--- config.mk ---
export PLATFORM = sky130hd
export DESIGN_NAME = fnd_scan_controller
export DESIGN_NICKNAME = d
export VERILOG_FILES = /design/src/rtl/fnd_scan_controller.sv
export SDC_FILE = /design/constraint.sdc
export NUM_CORES = 1
export LEC_CHECK = 0
export CAP_MARGIN = 20
export CORE_MARGIN = 8
export CORE_UTILIZATION = 50
export DETAILED_ROUTE_END_ITERATION = 7
export PLACE_DENSITY = 0.75
export SLEW_MARGIN = 20
export SYNTH_ARGS = -nofsm -noshare
export SYNTH_HDL_FRONTEND = slang
export SYNTH_SLANG_ARGS = --single-unit
--- constraint.sdc ---
create_clock -name i_clk -period 2 [get_ports i_clk]
set_input_delay 0.4 -clock i_clk [delete_from_list [all_inputs] [get_ports i_clk]]
set_output_delay 0.4 -clock i_clk [all_outputs]
set_load 0.03 [all_outputs]
--- src/rtl/fnd_scan_controller.sv ---
// Four-digit multiplexed 7-segment scan controller with double-buffered value, guard blanking and leading-zero suppression.
// Outputs are decoded from registered state only; a load is acknowledged one cycle later and committed at the frame boundary.
module fnd_scan_controller #(
    parameter int P_CLK_DIV  = 100000,
    parameter int P_GUARD    = 2,
    parameter int P_LZ_BLANK = 1
) (
    input  logic        i_clk,
    input  logic        i_reset,
    input  logic        i_Load,
    input  logic [15:0] i_Value,
    input  logic        i_Blank,
    output logic [1:0]  o_DigitSelect,
    output logic        o_EN,
    output logic [3:0]  o_BCD,
    output logic        o_LoadAck,
    output logic        o_Pending,
    output logic        o_FrameTick
);
    localparam int CW = (P_CLK_DIV > 1) ? $clog2(P_CLK_DIV) : 1;

    logic [CW-1:0] prescaler;
    logic [1:0]    select;
    logic [15:0]   shadow;
    logic [15:0]   display;
    logic          pending;
    logic          blank_q;
    logic          load_ack;
    logic          frame_tick;

    logic slot_end;
    logic frame_end;
    logic commit;
    logic lz_suppress;
    logic [3:0] nibble;

    assign slot_end  = (prescaler == CW'(P_CLK_DIV - 1));
    assign frame_end = slot_end && (select == 2'd3);
    // Commit only at the very last cycle of the frame so the whole next frame shows one value.
    assign commit    = frame_end && pending;

    always_ff @(posedge i_clk or posedge i_reset) begin
        if (i_reset) begin
            prescaler  <= '0;
            select     <= 2'd0;
            shadow     <= 16'h0000;
            display    <= 16'h0000;
            pending    <= 1'b0;
            blank_q    <= 1'b0;
            load_ack   <= 1'b0;
            frame_tick <= 1'b0;
        end else begin
            if (slot_end) begin
                prescaler <= '0;
                select    <= select + 2'd1;
            end else begin
                prescaler <= prescaler + CW'(1);
            end
            if (commit) begin
                display <= shadow;
            end
            if (i_Load) begin
                shadow  <= i_Value;
                pending <= 1'b1;
            end else if (commit) begin
                pending <= 1'b0;
            end
            load_ack   <= i_Load;
            blank_q    <= i_Blank;
            frame_tick <= frame_end;
        end
    end

    always_comb begin
        nibble      = 4'h0;
        lz_suppress = 1'b0;
        case (select)
            2'd0: nibble = display[3:0];
            2'd1: nibble = display[7:4];
            2'd2: nibble = display[11:8];
            default: nibble = display[15:12];
        endcase
        // A digit is dark when it and every digit to its left are zero; digit 0 always shows.
        case (select)
            2'd1: lz_suppress = (display[15:4] == 12'h000);
            2'd2: lz_suppress = (display[15:8] == 8'h00);
            2'd3: lz_suppress = (display[15:12] == 4'h0);
            default: lz_suppress = 1'b0;
        endcase
        lz_suppress = lz_suppress && (P_LZ_BLANK == 1);
    end

    assign o_DigitSelect = select;
    assign o_BCD         = nibble;
    assign o_EN          = (prescaler < CW'(P_GUARD)) || blank_q || lz_suppress;
    assign o_LoadAck     = load_ack;
    assign o_Pending     = pending;
    assign o_FrameTick   = frame_tick;
endmodule

==> impl_results.html, run 1 <==
<table>
<tr><th>Metric</th><th>Value</th></tr>
<tr><th colspan="2">Pwr</th></tr>
<tr><td>Maximum resistive drop on vdd</td><td>0.000442 V</td></tr>
<tr><td>Overall power consumption</td><td>1.95 mW</td></tr>
<tr><td>Cell Pwr Density</td><td>587 mW/mm^2</td></tr>
<tr><td>Static power due to leakage</td><td>1.50 nW</td></tr>
<tr><th colspan="2">Logic synthesis</th></tr>
<tr><td>Synth Register Bits</td><td>55</td></tr>
<tr><td>Proportion of netlist area held by the largest area contributor</td><td>54.2%</td></tr>
<tr><td>Synthesized instance count</td><td>198</td></tr>
<tr><td>Synth cell types</td><td>34</td></tr>
<tr><td>Average cell area after synthesis</td><td>12.8 um^2</td></tr>
<tr><td>Synthesis warning total</td><td>0</td></tr>
<tr><td>Top cell type by total area after synthesis</td><td>dfrtp_1</td></tr>
<tr><td>Top post-synthesis cells by area</td><td>dfrtp_1, mux2_2, mux2_4</td></tr>
<tr><td>Cell Area, Synth</td><td>approximately 0.0025 mm^2</td></tr>
<tr><td>Sequential share of the synthesized area</td><td>54.2%</td></tr>
<tr><td>Post-Syn Nets</td><td>approximately 220</td></tr>
<tr><th colspan="2">Clock tree</th></tr>
<tr><td>CTS clk-pin slew, worst paths</td><td>0.11 ns</td></tr>
<tr><td>Number of clock buffers inserted by TritonCTS</td><td>5</td></tr>
<tr><td>Hold-fix buffers at CTS</td><td>0</td></tr>
<tr><td>Later-pin clock latency in the skew report</td><td>0.31 ns</td></tr>
<tr><td>TritonCTS clock tree</td><td>done</td></tr>
<tr><td>Root buffer cell</td><td>clkbuf_8</td></tr>
<tr><td>Maximum clock path buffer count</td><td>2</td></tr>
<tr><td>Depth of the CTS H-tree</td><td>2</td></tr>
<tr><td>TritonCTS Sinks</td><td>55</td></tr>
<tr><th colspan="2">Drt</th></tr>
<tr><td>Remaining antenna violation count after routing</td><td>0</td></tr>
<tr><td>Number of search-and-repair iterations in the first detailed-routing pass</td><td>4</td></tr>
<tr><td>Remaining DRCs</td><td>0</td></tr>
<tr><td>Via count</td><td>~1.7k</td></tr>
<tr><td>Avg Vias per Cell</td><td>between 5 and 6</td></tr>
<tr><td>Total wire length</td><td>roughly 5500 um</td></tr>
<tr><td>Average wire per standard cell</td><td>16.7 um</td></tr>
<tr><td>Iter 0 DRT Violations</td><td>151</td></tr>
<tr><th colspan="2">Layout</th></tr>
<tr><td>Layout cell share with drive strength beyond 1</td><td>~36%</td></tr>
<tr><td>Leading cell type in the layout, fill and taps excluded</td><td>dfrtp_1</td></tr>
<tr><td>Layout Nets</td><td>284</td></tr>
<tr><td>Most frequent cells in the layout</td><td>dfrtp_1, buf_4, clkdlybuf4s50_1, mux2_4, mux2_2</td></tr>
<tr><td>Number of antenna cells inserted</td><td>0</td></tr>
<tr><td>Layout overhead on the synthesized area</td><td>30.9%</td></tr>
<tr><td>Final cell count without fillers</td><td>329</td></tr>
<tr><th colspan="2">Outcome</th></tr>
<tr><td>Run status</td><td>finished, violations left</td></tr>
<tr><td>Violations in the final reports</td><td>setup timing</td></tr>
<tr><th colspan="2">Floorplanning</th></tr>
<tr><td>Area of the die</td><td>0.00762 mm^2</td></tr>
<tr><td>Number of standard-cell rows in the floorplan</td><td>26</td></tr>
<tr><td>Number of top-level design ports</td><td>30</td></tr>
<tr><td>Die width</td><td>87.3 um</td></tr>
<tr><td>Vert. Die Dim</td><td>87.3 um</td></tr>
<tr><td>Area of the core region</td><td>0.00501 mm^2</td></tr>
<tr><td>Initial cell density of the core</td><td>50.7%</td></tr>
<tr><th colspan="2">GRT</th></tr>
<tr><td>Maximum number of pins on one net before global-route repair</td><td>22</td></tr>
<tr><td>Number of antenna violations at the first check in global routing</td><td>0</td></tr>
<tr><td>Global route total overflow</td><td>0</td></tr>
<tr><td>Via count of the first global-routing pass</td><td>1,861</td></tr>
<tr><td>First-pass GRT wire length</td><td>between 9000 and 10,000 um</td></tr>
<tr><td>Global Route Usage Sum</td><td>between 15 and 20%</td></tr>
<tr><th colspan="2">Worst setup path</th></tr>
<tr><td>Critical path endpoint category</td><td>output port</td></tr>
<tr><td>Reg-to-Reg Start</td><td>prescaler[6]</td></tr>
<tr><td>Arr. time, crit path</td><td>1.86 ns</td></tr>
<tr><td>Timing startpoint of the critical path</td><td>prescaler[14]</td></tr>
<tr><td>Path type of the worst setup path</td><td>register to output port</td></tr>
<tr><td>Max FO, Critical Path</td><td>2</td></tr>
<tr><td>Startpoint type of the worst setup path</td><td>register</td></tr>
<tr><td>Data required time of the critical path</td><td>1.60 ns</td></tr>
<tr><th colspan="2">Timing</th></tr>
<tr><td>Final critical-path required period</td><td>2.26 ns</td></tr>
<tr><td>Remaining max-slew budget at the tightest pin</td><td>71.8%</td></tr>
<tr><td>Setup-violating endpoint count in the final report</td><td>21</td></tr>
<tr><td>RSZ-0062 raised after global routing</td><td>yes</td></tr>
<tr><td>Final worst-path cycle share</td><td>113%</td></tr>
<tr><td>Max Transition Viols Final</td><td>0</td></tr>
<tr><td>Slew at the pin closest to its max-slew limit</td><td>between 0.4 and 0.5 ns</td></tr>
<tr><td>Worst Skew</td><td>about 0.015 ns</td></tr>
<tr><td>Final hold violations</td><td>0</td></tr>
<tr><td>Maximum clock frequency</td><td>about 440 MHz</td></tr>
<tr><td>Minimum setup slack in the final design</td><td>-0.255 ns</td></tr>
<tr><th colspan="2">Flow run</th></tr>
<tr><td>Maximum capacitance violations</td><td>0</td></tr>
<tr><th colspan="2">Place</th></tr>
<tr><td>Routability-driven placement congestion ratio</td><td>0.843</td></tr>
<tr><td>Placed cell count</td><td>318</td></tr>
<tr><td>Number of port buffers</td><td>29</td></tr>
<tr><td>Post-detailed-placement half-perimeter wirelength</td><td>just under 4000 um</td></tr>
<tr><td>Worst slack at placement</td><td>-0.217 ns</td></tr>
<tr><th colspan="2">Worst hold path</th></tr>
<tr><td>Hold/Removal Path Class</td><td>primary input to asynchronous set/reset pin</td></tr>
</table>
==> logic make-up after synthesis <==
group / synth area share [%]
compound gates: 3.10
xor+xnor: 5.52
fa+ha+maj: 2.96
buf+inv: 4.29
flops: 54.2
mux: 17.2
simple gates: 12.7
==> sequential cells by signal, summed over array words and instances, names as in the netlist <==
name and count:
shadow 16, prescaler 17, o_DigitSelect 2, o_FrameTick 1, display 16, o_Pending 1, blank_q 1, o_LoadAck 1
==> area by class of cell <==
| type | instances | area (um^2) |
|---|---|---|
| clock buffers | 5 | 68.8 |
| clock inverters | 3 | 31.3 |
| fillers | 386 | 1690 |
| inverters | 9 | 36.3 |
| multi-input cells | 124 | 1140 |
| flip-flops and latches | 55 | 1380 |
| well taps | 70 | 87.6 |
| repair buffers | 63 | 587 |
==> layer usage <==
layer	wire length, um	GRT usage, %	up-vias
met1	2610	21.1	866
met2	2650	23.8	32
met3	177	3.21	8
met4	64	6.41	0
li1	-	-	830
met5	0	0	-
==> final timing paths <==
path / end / slack, ns / depth (start not counted)
max in group asynchronous: prescaler[10] / 1.14 / 3
min reg2reg: display[0] / 0.52 / 1
min in group i_clk: display[0] / 0.52 / 1
max reg2reg: display[4] / -0.08 / 5
min: display[13] / 0.40 / 2
max: o_EN / -0.26 / 5
==> Yosys cell counts <==
cell type	instances
a21o_1	2
a21oi_1	1
a222oi_1	4
a31oi_1	1
and2_1	2
and2b_2	1
and3_1	2
and4_1	2
buf_1	1
buf_12	1
buf_2	2
buf_4	1
buf_6	2
clkbuf_1	3
dfrtp_1	55
ha_1	6
inv_1	9
mux2_2	22
mux2_4	10
mux2i_1	4
nand2_1	7
nand3_1	6
nand4_1	10
nor2_1	12
nor3_1	4
nor4_1	6
nor4_4	1
o21ai_0	1
o31ai_1	1
or4_1	1
or4_4	1
or4b_1	1
xnor2_1	11
xor2_1	5
==> critical path, stage by stage (launching register included) <==
cell,delay (ns)
dfrtp_1,0.39
or4_4,0.58
nor4_4,0.18
a31oi_1,0.13
o31ai_2,0.07
buf_4,0.19
==> what timing repair did <==
action / CTS / global route
pin swaps: 8 / 4
buffers inserted: 2 / 2
gates cloned: 1 / 0
setup endpoints to repair: 21 / 23
resized for setup: 41 / 10
==> report_power, final <==
group | internal (mW) | switching (mW)
sequential | 1.15 | 0.0186
combinational | 0.0748 | 0.0487
clock | 0.267 | 0.396
total | 1.49 | 0.463
==> through the flow <==
stage                     hold WS, ns  util (%)  setup TNS (ns)  cell area, um^2
after floorplan                 0.431         -           -2.56             2540
after global placement          0.489      62.2           -2.04             3120
after detailed placement        0.493      62.2           -2.68             3120
after CTS                       0.396      66.4           -2.62             3330
after global routing            0.422      66.4           -2.95             3320
final                           0.398      66.4           -1.65             3320
Power figures use the tool's default switching activity.
==> inputs of run 2 (changes only) <==
Settings changed: PLACE_DENSITY 0.75 to 0.73.
Clock period 2 ns to 2.6 ns, I/O delays scaled along.
==> run 2 against run 1 <==
The flow now finishes without violations; first-iteration DRC count fell by 39%; hold slack gained 0.11 ns; clock-buffer cell count increased by 1; via count fell by 7.1%; die area unchanged; sequential cell count is the same; critical path type unchanged; critical endpoint unchanged; largest cell class unchanged.
==> impl_results.html, run 2 (synthesized netlist as in run 1, its figures left out) <==
<table>
<tr><th>Metric</th><th>Value</th></tr>
<tr><th colspan="2">Place</th></tr>
<tr><td>Routability-driven placement congestion ratio</td><td>0.868</td></tr>
<tr><td>Post-detailed-placement half-perimeter wirelength</td><td>3280 um</td></tr>
<tr><td>Placed cell count</td><td>292</td></tr>
<tr><td>Number of port buffers</td><td>29</td></tr>
<tr><td>Post-DP Area</td><td>0.00290 mm^2</td></tr>
<tr><td>Worst slack at placement</td><td>approximately 0.21 ns</td></tr>
<tr><th colspan="2">Worst setup path</th></tr>
<tr><td>Reg-to-Reg Start</td><td>prescaler[13]</td></tr>
<tr><td>Path type of the worst setup path</td><td>register to output port</td></tr>
<tr><td>Max FO, Critical Path</td><td>4</td></tr>
<tr><td>Largest stage delay on the critical path</td><td>0.56 ns</td></tr>
<tr><td>Cell occurring most often along the worst timing path</td><td>buf_4</td></tr>
<tr><td>R2r endpoint</td><td>display[15]</td></tr>
<tr><td>Setup slack of the worst register-to-register path</td><td>0.20 ns</td></tr>
<tr><td>Critical path's slowest cell</td><td>or4_4</td></tr>
<tr><td>Count of buffer and inverter cells on the critical path</td><td>2</td></tr>
<tr><td>Startpoint type of the worst setup path</td><td>register</td></tr>
<tr><td>Data required time of the critical path</td><td>2.08 ns</td></tr>
<tr><td>Worst reg2reg path depth</td><td>6</td></tr>
<tr><td>Crit-path leading delay family</td><td>simple AND/OR/NAND/NOR gates</td></tr>
<tr><td>CP cell instances</td><td>or4_4 -&gt; nor4_4 -&gt; buf_4 -&gt; a31oi_2 -&gt; o31ai_1 -&gt; buf_4</td></tr>
<tr><td>Arr. time, crit path</td><td>1.99 ns</td></tr>
<tr><td>Critical path endpoint category</td><td>output port</td></tr>
<tr><th colspan="2">Drt</th></tr>
<tr><td>Total wire length</td><td>4530 um</td></tr>
<tr><td>Iter 0 DRT Violations</td><td>92</td></tr>
<tr><td>Average wire per standard cell</td><td>around 15 um</td></tr>
<tr><td>Via count</td><td>1,613</td></tr>
<tr><td>Number of search-and-repair iterations in the first detailed-routing pass</td><td>4</td></tr>
<tr><td>Avg Vias per Cell</td><td>5.31</td></tr>
<tr><td>Remaining antenna violation count after routing</td><td>0</td></tr>
<tr><td>Remaining DRCs</td><td>0</td></tr>
<tr><th colspan="2">Timing</th></tr>
<tr><td>Final-layout worst hold slack</td><td>roughly 0.5 ns</td></tr>
<tr><td>Final hold violations</td><td>0</td></tr>
<tr><td>Maximum clock frequency</td><td>around 400 MHz</td></tr>
<tr><td>Final worst-path cycle share</td><td>96.6%</td></tr>
<tr><td>Setup-violating endpoint count in the final report</td><td>0</td></tr>
<tr><td>Minimum setup slack in the final design</td><td>0.0886 ns</td></tr>
<tr><td>Final critical-path required period</td><td>~2.5 ns</td></tr>
<tr><td>RSZ-0062 raised after global routing</td><td>no</td></tr>
<tr><td>Max Transition Viols Final</td><td>0</td></tr>
<tr><td>Remaining max-slew budget at the tightest pin</td><td>72.9%</td></tr>
<tr><td>Post-Route Setup TNS</td><td>0 ns</td></tr>
<tr><td>Worst Skew</td><td>approximately 0.0098 ns</td></tr>
<tr><td>Slew at the pin closest to its max-slew limit</td><td>0.407 ns</td></tr>
<tr><th colspan="2">Layout</th></tr>
<tr><td>Number of antenna cells inserted</td><td>0</td></tr>
<tr><td>Layout cell share with drive strength beyond 1</td><td>approximately a quarter</td></tr>
<tr><td>Biggest register</td><td>prescaler</td></tr>
<tr><td>Flip-flop count of the largest register, all copies and words added</td><td>17</td></tr>
<tr><td>Final cell count without fillers</td><td>304</td></tr>
<tr><td>Filler Cells Inserted</td><td>~440</td></tr>
<tr><td>Leading cell type in the layout, fill and taps excluded</td><td>dfrtp_1</td></tr>
<tr><td>Biggest regs</td><td>prescaler (17), display (16), shadow (16)</td></tr>
<tr><td>Most frequent cells in the layout</td><td>dfrtp_1, clkdlybuf4s50_1, mux2_2, nor2_1, xnor2_1</td></tr>
<tr><td>Post-Route Utilization</td><td>60.9%</td></tr>
<tr><td>Final Instance Area</td><td>about 0.0030 mm^2</td></tr>
<tr><td>Layout Nets</td><td>259</td></tr>
<tr><td>Layout overhead on the synthesized area</td><td>20.0%</td></tr>
<tr><th colspan="2">Outcome</th></tr>
<tr><td>Run status</td><td>finished, final reports clean</td></tr>
<tr><th colspan="2">GRT</th></tr>
<tr><td>Global Route Usage Sum</td><td>13.2%</td></tr>
<tr><td>Maximum number of pins on one net before global-route repair</td><td>56</td></tr>
<tr><td>Number of antenna violations at the first check in global routing</td><td>0</td></tr>
<tr><td>First-pass GRT wire length</td><td>7790 um</td></tr>
<tr><td>Via count of the first global-routing pass</td><td>1,651</td></tr>
<tr><td>Global route total overflow</td><td>0</td></tr>
<tr><th colspan="2">Floorplanning</th></tr>
<tr><td>Die width</td><td>87.3 um</td></tr>
<tr><td>Number of standard-cell rows in the floorplan</td><td>26</td></tr>
<tr><td>Initial cell density of the core</td><td>50.7%</td></tr>
<tr><td>Area of the die</td><td>0.00762 mm^2</td></tr>
<tr><td>Area of the core region</td><td>about 0.0050 mm^2</td></tr>
<tr><td>Number of top-level design ports</td><td>30</td></tr>
<tr><td>Vert. Die Dim</td><td>about 87 um</td></tr>
<tr><th colspan="2">Flow run</th></tr>
<tr><td>Maximum capacitance violations</td><td>0</td></tr>
<tr><th colspan="2">Pwr</th></tr>
<tr><td>Part of the power in combinational logic</td><td>6.0%</td></tr>
<tr><td>Overall power consumption</td><td>1.47 mW</td></tr>
<tr><td>Internal power</td><td>between 1 and 1.5 mW</td></tr>
<tr><td>Static power due to leakage</td><td>1.33 nW</td></tr>
<tr><td>Cell Pwr Density</td><td>482 mW/mm^2</td></tr>
<tr><td>Clock network power share</td><td>33.2%</td></tr>
<tr><td>Seq pwr share</td><td>60.8%</td></tr>
<tr><td>Maximum resistive drop on vdd</td><td>between 0.0003 and 0.0004 V</td></tr>
<tr><td>Fraction of power spent switching nets</td><td>21.5%</td></tr>
<tr><td>Reported net switching power</td><td>0.316 mW</td></tr>
<tr><th colspan="2">Clock tree</th></tr>
<tr><td>TritonCTS Sinks</td><td>55</td></tr>
<tr><td>Depth of the CTS H-tree</td><td>2</td></tr>
<tr><td>CTS clk-pin slew, worst paths</td><td>0.10 ns</td></tr>
<tr><td>Maximum clock path buffer count</td><td>2</td></tr>
<tr><td>Number of clock buffers inserted by TritonCTS</td><td>5</td></tr>
<tr><td>Later-pin clock latency in the skew report</td><td>0.30 ns</td></tr>
<tr><td>Root buffer cell</td><td>clkbuf_8</td></tr>
<tr><td>TritonCTS clock tree</td><td>done</td></tr>
<tr><td>Hold-fix buffers at CTS</td><td>0</td></tr>
<tr><th colspan="2">Worst hold path</th></tr>
<tr><td>Hold endpoint</td><td>display[13]</td></tr>
<tr><td>Hold/Removal Path Class</td><td>register to register</td></tr>
<tr><td>Hold_sp</td><td>shadow[13]</td></tr>
<tr><td>Count of cells along the worst hold path</td><td>1</td></tr>
</table>
run 2: power groups by stage:
stage / sequential, mW / clock, mW / combinational, mW
after global placement: 0.910 / 0 / 0.0896
after global routing: 0.897 / 0.542 / 0.0981
after detailed placement: 0.911 / 0 / 0.0912
final: 0.893 / 0.487 / 0.0889
after CTS: 0.894 / 0.506 / 0.0917
after floorplan: 0.908 / 0 / 0.0458
run 2: worst max path at each step:
stage / to / start / slack, ns / depth (start not counted)
after floorplan: o_EN / o_DigitSelect[0] / 0.28 / 5
after global placement: o_BCD[1] / o_DigitSelect[1] / 0.25 / 5
after detailed placement: o_BCD[1] / o_DigitSelect[1] / 0.21 / 5
after CTS: o_EN / prescaler[11] / 0.03 / 6
after global routing: o_EN / prescaler[13] / 0.004 / 6
final: o_EN / prescaler[13] / 0.09 / 6
run 2: routing by layer:
layer / wire length [um] / vias to the layer above / global-route usage [%] / part of all wire [%]
met4: 61 / 0 / 4.84 / 1.3
met2: 2270 / 40 / 21.9 / 50
li1: - / 772 / - / -
met1: 2020 / 794 / 16.1 / 45
met3: 176 / 7 / 3.21 / 3.9
met5: 0 / - / 0 / 0
run 2: timing repair:
item	CTS	global route
hold endpoints to repair	0	0
buffers inserted	0	4
gates cloned	0	0
pin swaps	0	1
resized for setup	5	3
setup endpoints to repair	5	1
run 2: area by class of cell:
class | count | area [um^2] | share of cell area, %
clock buffer | 6 | 82.6 | 2.71
clock inverter | 2 | 16.3 | 0.533
inverter | 9 | 33.8 | 1.11
multi-input combinational | 124 | 1080 | 35.3
sequential | 55 | 1380 | 45.2
tap | 70 | 87.6 | 2.87
timing repair buffer | 38 | 375 | 12.3
